[src/rtl/fft_frame_sequencer.sv]
// rtl/fft_frame_sequencer.sv - frame sequencer for a 32-point pipelined FFT datapath
//
// Purpose: accepts samples, numbers them within a 32-sample frame, produces the
// datapath advance strobe, tracks {valid,last} tags through the pipeline latency,
// drives the per-stage twiddle ROM addresses and flags output samples.
//
// Optional feature: define FFT_SEQ_FRAME_CNT_EN to build the completed-frame
// counter; otherwise frame_cnt is tied to 0.
//
// Ports:
//   clk, rst          clock, asynchronous active-high reset
//   in_valid/in_ready upstream sample handshake
//   abort             discard the partially accepted frame
//   pipe_en           datapath advance strobe
//   samp_idx          index of the sample accepted this cycle
//   rom16/8/4/2_addr  twiddle addresses for stages 1..4
//   out_valid/last    FFT output sample valid / final sample of a frame
//   busy              sequencer not idle
//   frame_cnt         completed-frame count
module fft_frame_sequencer #(
  parameter int PIPE_LAT  = 46,
  parameter int FRAME_LEN = 32
) (
  input  logic        clk,
  input  logic        rst,
  input  logic        in_valid,
  output logic        in_ready,
  input  logic        abort,
  output logic        pipe_en,
  output logic [4:0]  samp_idx,
  output logic [3:0]  rom16_addr,
  output logic [2:0]  rom8_addr,
  output logic [1:0]  rom4_addr,
  output logic        rom2_addr,
  output logic        out_valid,
  output logic        out_last,
  output logic        busy,
  output logic [15:0] frame_cnt
);

  localparam logic [4:0] LAST_IDX = 5'(FRAME_LEN - 1);

  typedef enum logic [1:0] {IDLE, RUN, DRAIN} state_t;

  state_t              state_q, state_d;
  logic [4:0]          samp_idx_q, samp_idx_d;
  logic [4:0]          pos_q, pos_d;
  logic [6:0]          inflight_q, inflight_d;
  logic [PIPE_LAT-1:0] tag_v_q, tag_v_d;
  logic [PIPE_LAT-1:0] tag_l_q, tag_l_d;
  logic                accept;
  logic [4:0]          pos_m16, pos_m24, pos_m28, pos_m30;

  always_comb begin
    in_ready  = rst | ~abort;
    accept    = in_valid & in_ready & ~rst;
    pipe_en   = ~rst & (accept | (state_q == DRAIN));
    out_valid = pipe_en & tag_v_q[PIPE_LAT-1];
    out_last  = out_valid & tag_l_q[PIPE_LAT-1];
    busy      = (state_q != IDLE);

    state_d    = state_q;
    samp_idx_d = samp_idx_q;
    pos_d      = pos_q;
    tag_v_d    = tag_v_q;
    tag_l_d    = tag_l_q;
    inflight_d = inflight_q;

    // Simultaneous accept and output leave the count unchanged.
    if (accept && !out_valid) begin
      inflight_d = inflight_q + 7'd1;
    end else if (!accept && out_valid && inflight_q != 7'd0) begin
      inflight_d = inflight_q - 7'd1;
    end

    if (pipe_en) begin
      tag_v_d = {tag_v_q[PIPE_LAT-2:0], accept};
      tag_l_d = {tag_l_q[PIPE_LAT-2:0], accept && (samp_idx_q == LAST_IDX)};
      pos_d   = pos_q + 5'd1;
    end

    // 5-bit index wraps 31 -> 0 on its own.
    if (accept) begin
      samp_idx_d = samp_idx_q + 5'd1;
    end

    if (abort) begin
      // Tags already in the pipe keep flowing; only the frame position restarts.
      samp_idx_d = 5'd0;
      state_d    = (inflight_d == 7'd0) ? IDLE : DRAIN;
    end else begin
      case (state_q)
        IDLE: begin
          if (accept) begin
            state_d = RUN;
            pos_d   = 5'd0;
          end
        end
        RUN: begin
          // Index back at 0 with no sample means the frame just ended.
          if (!in_valid && samp_idx_q == 5'd0) begin
            state_d = DRAIN;
          end
        end
        DRAIN: begin
          if (accept) begin
            state_d = RUN;
          end else if (inflight_d == 7'd0) begin
            state_d = IDLE;
          end
        end
        default: state_d = IDLE;
      endcase
    end
  end

  always_ff @(posedge clk or posedge rst) begin
    if (rst) begin
      state_q    <= IDLE;
      samp_idx_q <= 5'd0;
      pos_q      <= 5'd0;
      inflight_q <= 7'd0;
      tag_v_q    <= '0;
      tag_l_q    <= '0;
    end else begin
      state_q    <= state_d;
      samp_idx_q <= samp_idx_d;
      pos_q      <= pos_d;
      inflight_q <= inflight_d;
      tag_v_q    <= tag_v_d;
      tag_l_q    <= tag_l_d;
    end
  end

  always_comb begin
    pos_m16    = pos_q - 5'd16;
    pos_m24    = pos_q - 5'd24;
    pos_m28    = pos_q - 5'd28;
    pos_m30    = pos_q - 5'd30;
    samp_idx   = samp_idx_q;
    rom16_addr = pos_m16[3:0];
    rom8_addr  = pos_m24[2:0];
    rom4_addr  = pos_m28[1:0];
    rom2_addr  = pos_m30[0];
  end

`ifdef FFT_SEQ_FRAME_CNT_EN
  logic [15:0] frame_cnt_q, frame_cnt_d;

  always_comb begin
    frame_cnt_d = frame_cnt_q;
    if (out_last && frame_cnt_q != 16'hFFFF) begin
      frame_cnt_d = frame_cnt_q + 16'd1;
    end
  end

  always_ff @(posedge clk or posedge rst) begin
    if (rst) begin
      frame_cnt_q <= 16'd0;
    end else begin
      frame_cnt_q <= frame_cnt_d;
    end
  end

  assign frame_cnt = frame_cnt_q;
`else
  assign frame_cnt = 16'd0;
`endif

endmodule

[config.mk]
export PLATFORM = sky130hd
export DESIGN_NAME = fft_frame_sequencer
export DESIGN_NICKNAME = d
export VERILOG_FILES = /design/src/rtl/fft_frame_sequencer.sv
export SDC_FILE = /design/constraint.sdc
export NUM_CORES = 1
export LEC_CHECK = 0
export BUFFER_PORTS_ARGS = -buffer_cell sky130_fd_sc_hd__buf_4
export CORE_AREA = 2 2 106 108
export CTS_CLUSTER_DIAMETER = 50
export DETAILED_ROUTE_END_ITERATION = 7
export DIE_AREA = 0 0 108 110
export SYNTH_ARGS = -nofsm -noshare
export SYNTH_HDL_FRONTEND = slang
export SYNTH_SLANG_ARGS = --single-unit
[constraint.sdc]
create_clock -name clk -period 3.9 [get_ports clk]
set_clock_uncertainty 0.1 [all_clocks]
set_input_delay 0.39 -clock clk [delete_from_list [all_inputs] [get_ports clk]]
set_output_delay 0.39 -clock clk [all_outputs]
set_load 0.005 [all_outputs]
==> impl_metrics.py <==
metrics = {
    "sta": {
        "fin_setup_tns_ps": 0,
        "fin_crit_ps": 3360,
        "post-route-period-util_pct": 86.1,
        "worstMarginPinSlew_ps": 1100,
        "hold_viol": 0,
        "setup_viol": 0,
        "setup_ws_ps": 540,
        "max_slew_margin_pct": 26.8,
        "max_freq_mhz": 298,
        "rsz0062_at_grt": "no",
        "final-max-slew-violation-count": 0,
    },
    "placement": {
        "dpl.hpwl_um": 4210,
        "dpl_worst_slack_ps": 1000,
        "io_buffers": 23,
        "place_congestion": 0.788,
    },
    "die": {
        "initial_core_util_pct": 44.5,
        "die_y_um": 110,
        "rows": 38,
        "dieArea_mm2": 0.0119,
        "ios": 40,
        "core_mm2": 0.0107,
        "die_x_um": 108,
    },
    "global_route": {
        "gr-total-overflow": 0,
        "grt_usage_pct": 11.9,
        "antenna_found_initial": 0,
        "first_global_vias": 2490,
        "grt_pass1_wl_um": 11200,
        "grt_max_degree": 93,
    },
    "logic_synthesis": {
        "async_flop_share_pct": 100,
        "syn-instance-count": 345,
        "synth_cell_type_count": 50,
        "synth_area_mm2": 0.00476,
        "synth_warnings": 0,
        "ys_seq_elements": 110,
        "synth_flop_cell": "dfrtp_1",
        "ys_seq_area_share_pct": 57.8,
        "syn_area_per_cell_um2": 13.8,
        "synth-edff-count": 0,
    },
    "clock_tree": {
        "post_cts_resize_count": 0,
        "cts.path.max_buffers": 2,
        "clk_pin_slew_ps": 100,
        "root_buffer": "clkbuf_8",
        "clock_latency_ps": 360,
        "cts_inserted_buffers": 9,
        "cts.htree.levels": 3,
        "cts_tree": "yes",
        "clock_sinks": 110,
        "postCtsSetupBuffers": 0,
    },
    "final_layout": {
        "layout-drive-gt1-share_pct": 34.2,
        "final_common_cell": "dfrtp_1",
        "diodes": 0,
        "num-nets-final": 371,
        "final_cell_mix": "dfrtp_1, mux2_2, buf_4, mux2_1, conb_1",
        "num-fill-cells": 954,
        "area_growth_pct": 7.91,
    },
    "power": {
        "ir_worst_vdd_uv": 281,
        "power_density_mw_per_mm2": 487,
        "power_leakage_nw": 2.57,
    },
    "drt": {
        "dr.pass1.iters": 4,
        "wl_um": 6480,
        "drt-initial-drc-count": 62,
        "drc": 0,
        "vias": 2466,
        "vias_per_cell": 4.87,
        "antenna_left": 0,
        "wl_per_cell_um": 12.8,
    },
    "setup_path": {
        "cp-end-kind": "output port",
        "worstPathMaxFanout": 57,
        "worstPathRequired_ps": 3410,
        "crit_type": "in2out",
        "worstSetupStartpointType": "primary input",
        "crit_arrival_ps": 2870,
    },
    "hold_path": {
        "hold_class": "in2reg",
    },
    "status": {
        "outcome": "complete, no violations",
    },
    "flow_run": {
        "cap_violations": 0,
    },
}
[power by group]
group / total [mW] / switching, mW / internal, mW
registers: 1.41 / 0.121 / 1.28
logic: 0.454 / 0.196 / 0.258
clock network: 0.641 / 0.393 / 0.248
total: 2.50 / 0.711 / 1.79
[sequential cells by signal, indices dropped and copies added, names as in the netlist]
| name | count |
|---|---|
| tag_l_q | 46 |
| tag_v_q | 46 |
| inflight_q | 7 |
| samp_idx | 5 |
| pos_q | 4 |
| state_q | 2 |
[Yosys cell counts, drive strengths merged, types with 2 or more instances]
master	instances	area, um2
and3	5	31.3
nor2	15	56.3
o31ai	2	20.0
ha	6	75.1
buf	36	260
o21ai	5	25.0
nand3	3	15.0
xnor2	4	35.0
nor3	4	25.0
inv	10	37.5
o211ai	2	20.0
nand4	3	25.0
xor2	6	52.6
nor3b	2	26.3
a21oi	5	28.8
nand2	13	51.3
nand2b	2	12.5
dfrtp	110	2750
mux2	90	1010
a31oi	4	25.0
[layout make-up]
type / count / area (um2) / area share, %
flip-flops and latches: 110 / 2750 / 53.6
multi-input cells: 204 / 1760 / 34.4
repair buffers: 26 / 210 / 4.09
well taps: 140 / 175 / 3.41
clock buffers: 9 / 124 / 2.41
clock inverters: 7 / 66.3 / 1.29
inverters: 10 / 42.5 / 0.828
[path summary, 6_finish.rpt]
check                                         from                 endpoint  slack [ps]  depth (start not counted)
setup / recovery                               rst                  pipe_en         540                          7
hold / removal                               abort  samp_idx[1]$_DFFE_PP0P_         180                          2
setup reg to reg           inflight_q[0]$_DFF_PP0_   state_q[1]$_DFFE_PP0P_        1490                          7
hold reg to reg            tag_l_q[12]$_DFFE_PP0N_  tag_l_q[13]$_DFFE_PP0N_         390                          1
max in group asynchronous                      rst   tag_l_q[0]$_DFFE_PP0N_        1750                          4
min in group asynchronous                      rst  inflight_q[6]$_DFF_PP0_         530                          3
[stage by stage]
| step | area, um2 | total power, mW | hold slack (ps) | instances | util (%) |
|---|---|---|---|---|---|
| after floorplan | 4820 | 1.79 | 350 | 360 | - |
| after global placement | 4930 | 1.88 | 364 | 489 | 46.1 |
| after detailed placement | 4930 | 1.89 | 370 | 489 | 46.1 |
| after CTS | 5130 | 2.55 | 157 | 506 | 48.0 |
| after global routing | 5130 | 2.66 | 168 | 506 | 48.0 |
| final | 5130 | 2.50 | 183 | 506 | 48.0 |
[metal layers]
layer	track usage [%]	wire, um	vias to the layer above	share of wire (%)
li1	-	-	1191	-
met1	15.0	3140	1227	48
met2	19.5	3050	41	47
met3	3.23	204	7	3.1
met4	5.04	84	0	1.3
met5	0	0	-	0
[worst max-delay path, stage by stage]
cell and delay, ps:
dlygate4sd3_1 520, buf_4 160, clkinvlp_4 390, nand2_1 240, clkinv_2 530, buf_12 440, buf_4 170
[cell families (layout without fill, tap and decap cells)]
group,count (synthesis),in the layout,synth area share (%)
flops,110,110,57.8
mux,91,91,21.5
simple gates,56,56,6.97
buf+inv,46,52,6.26
compound gates,25,25,3.92
xor+xnor,10,10,1.84
fa+ha+maj,6,6,1.58
other cells,1,16,0.0788
[what timing repair did]
item	CTS	global route
hold endpoints to repair	18	0
endpoints found under the setup margin	0	0
hold buffers	1	0
Note: power is estimated with default switching activity, not from simulation.
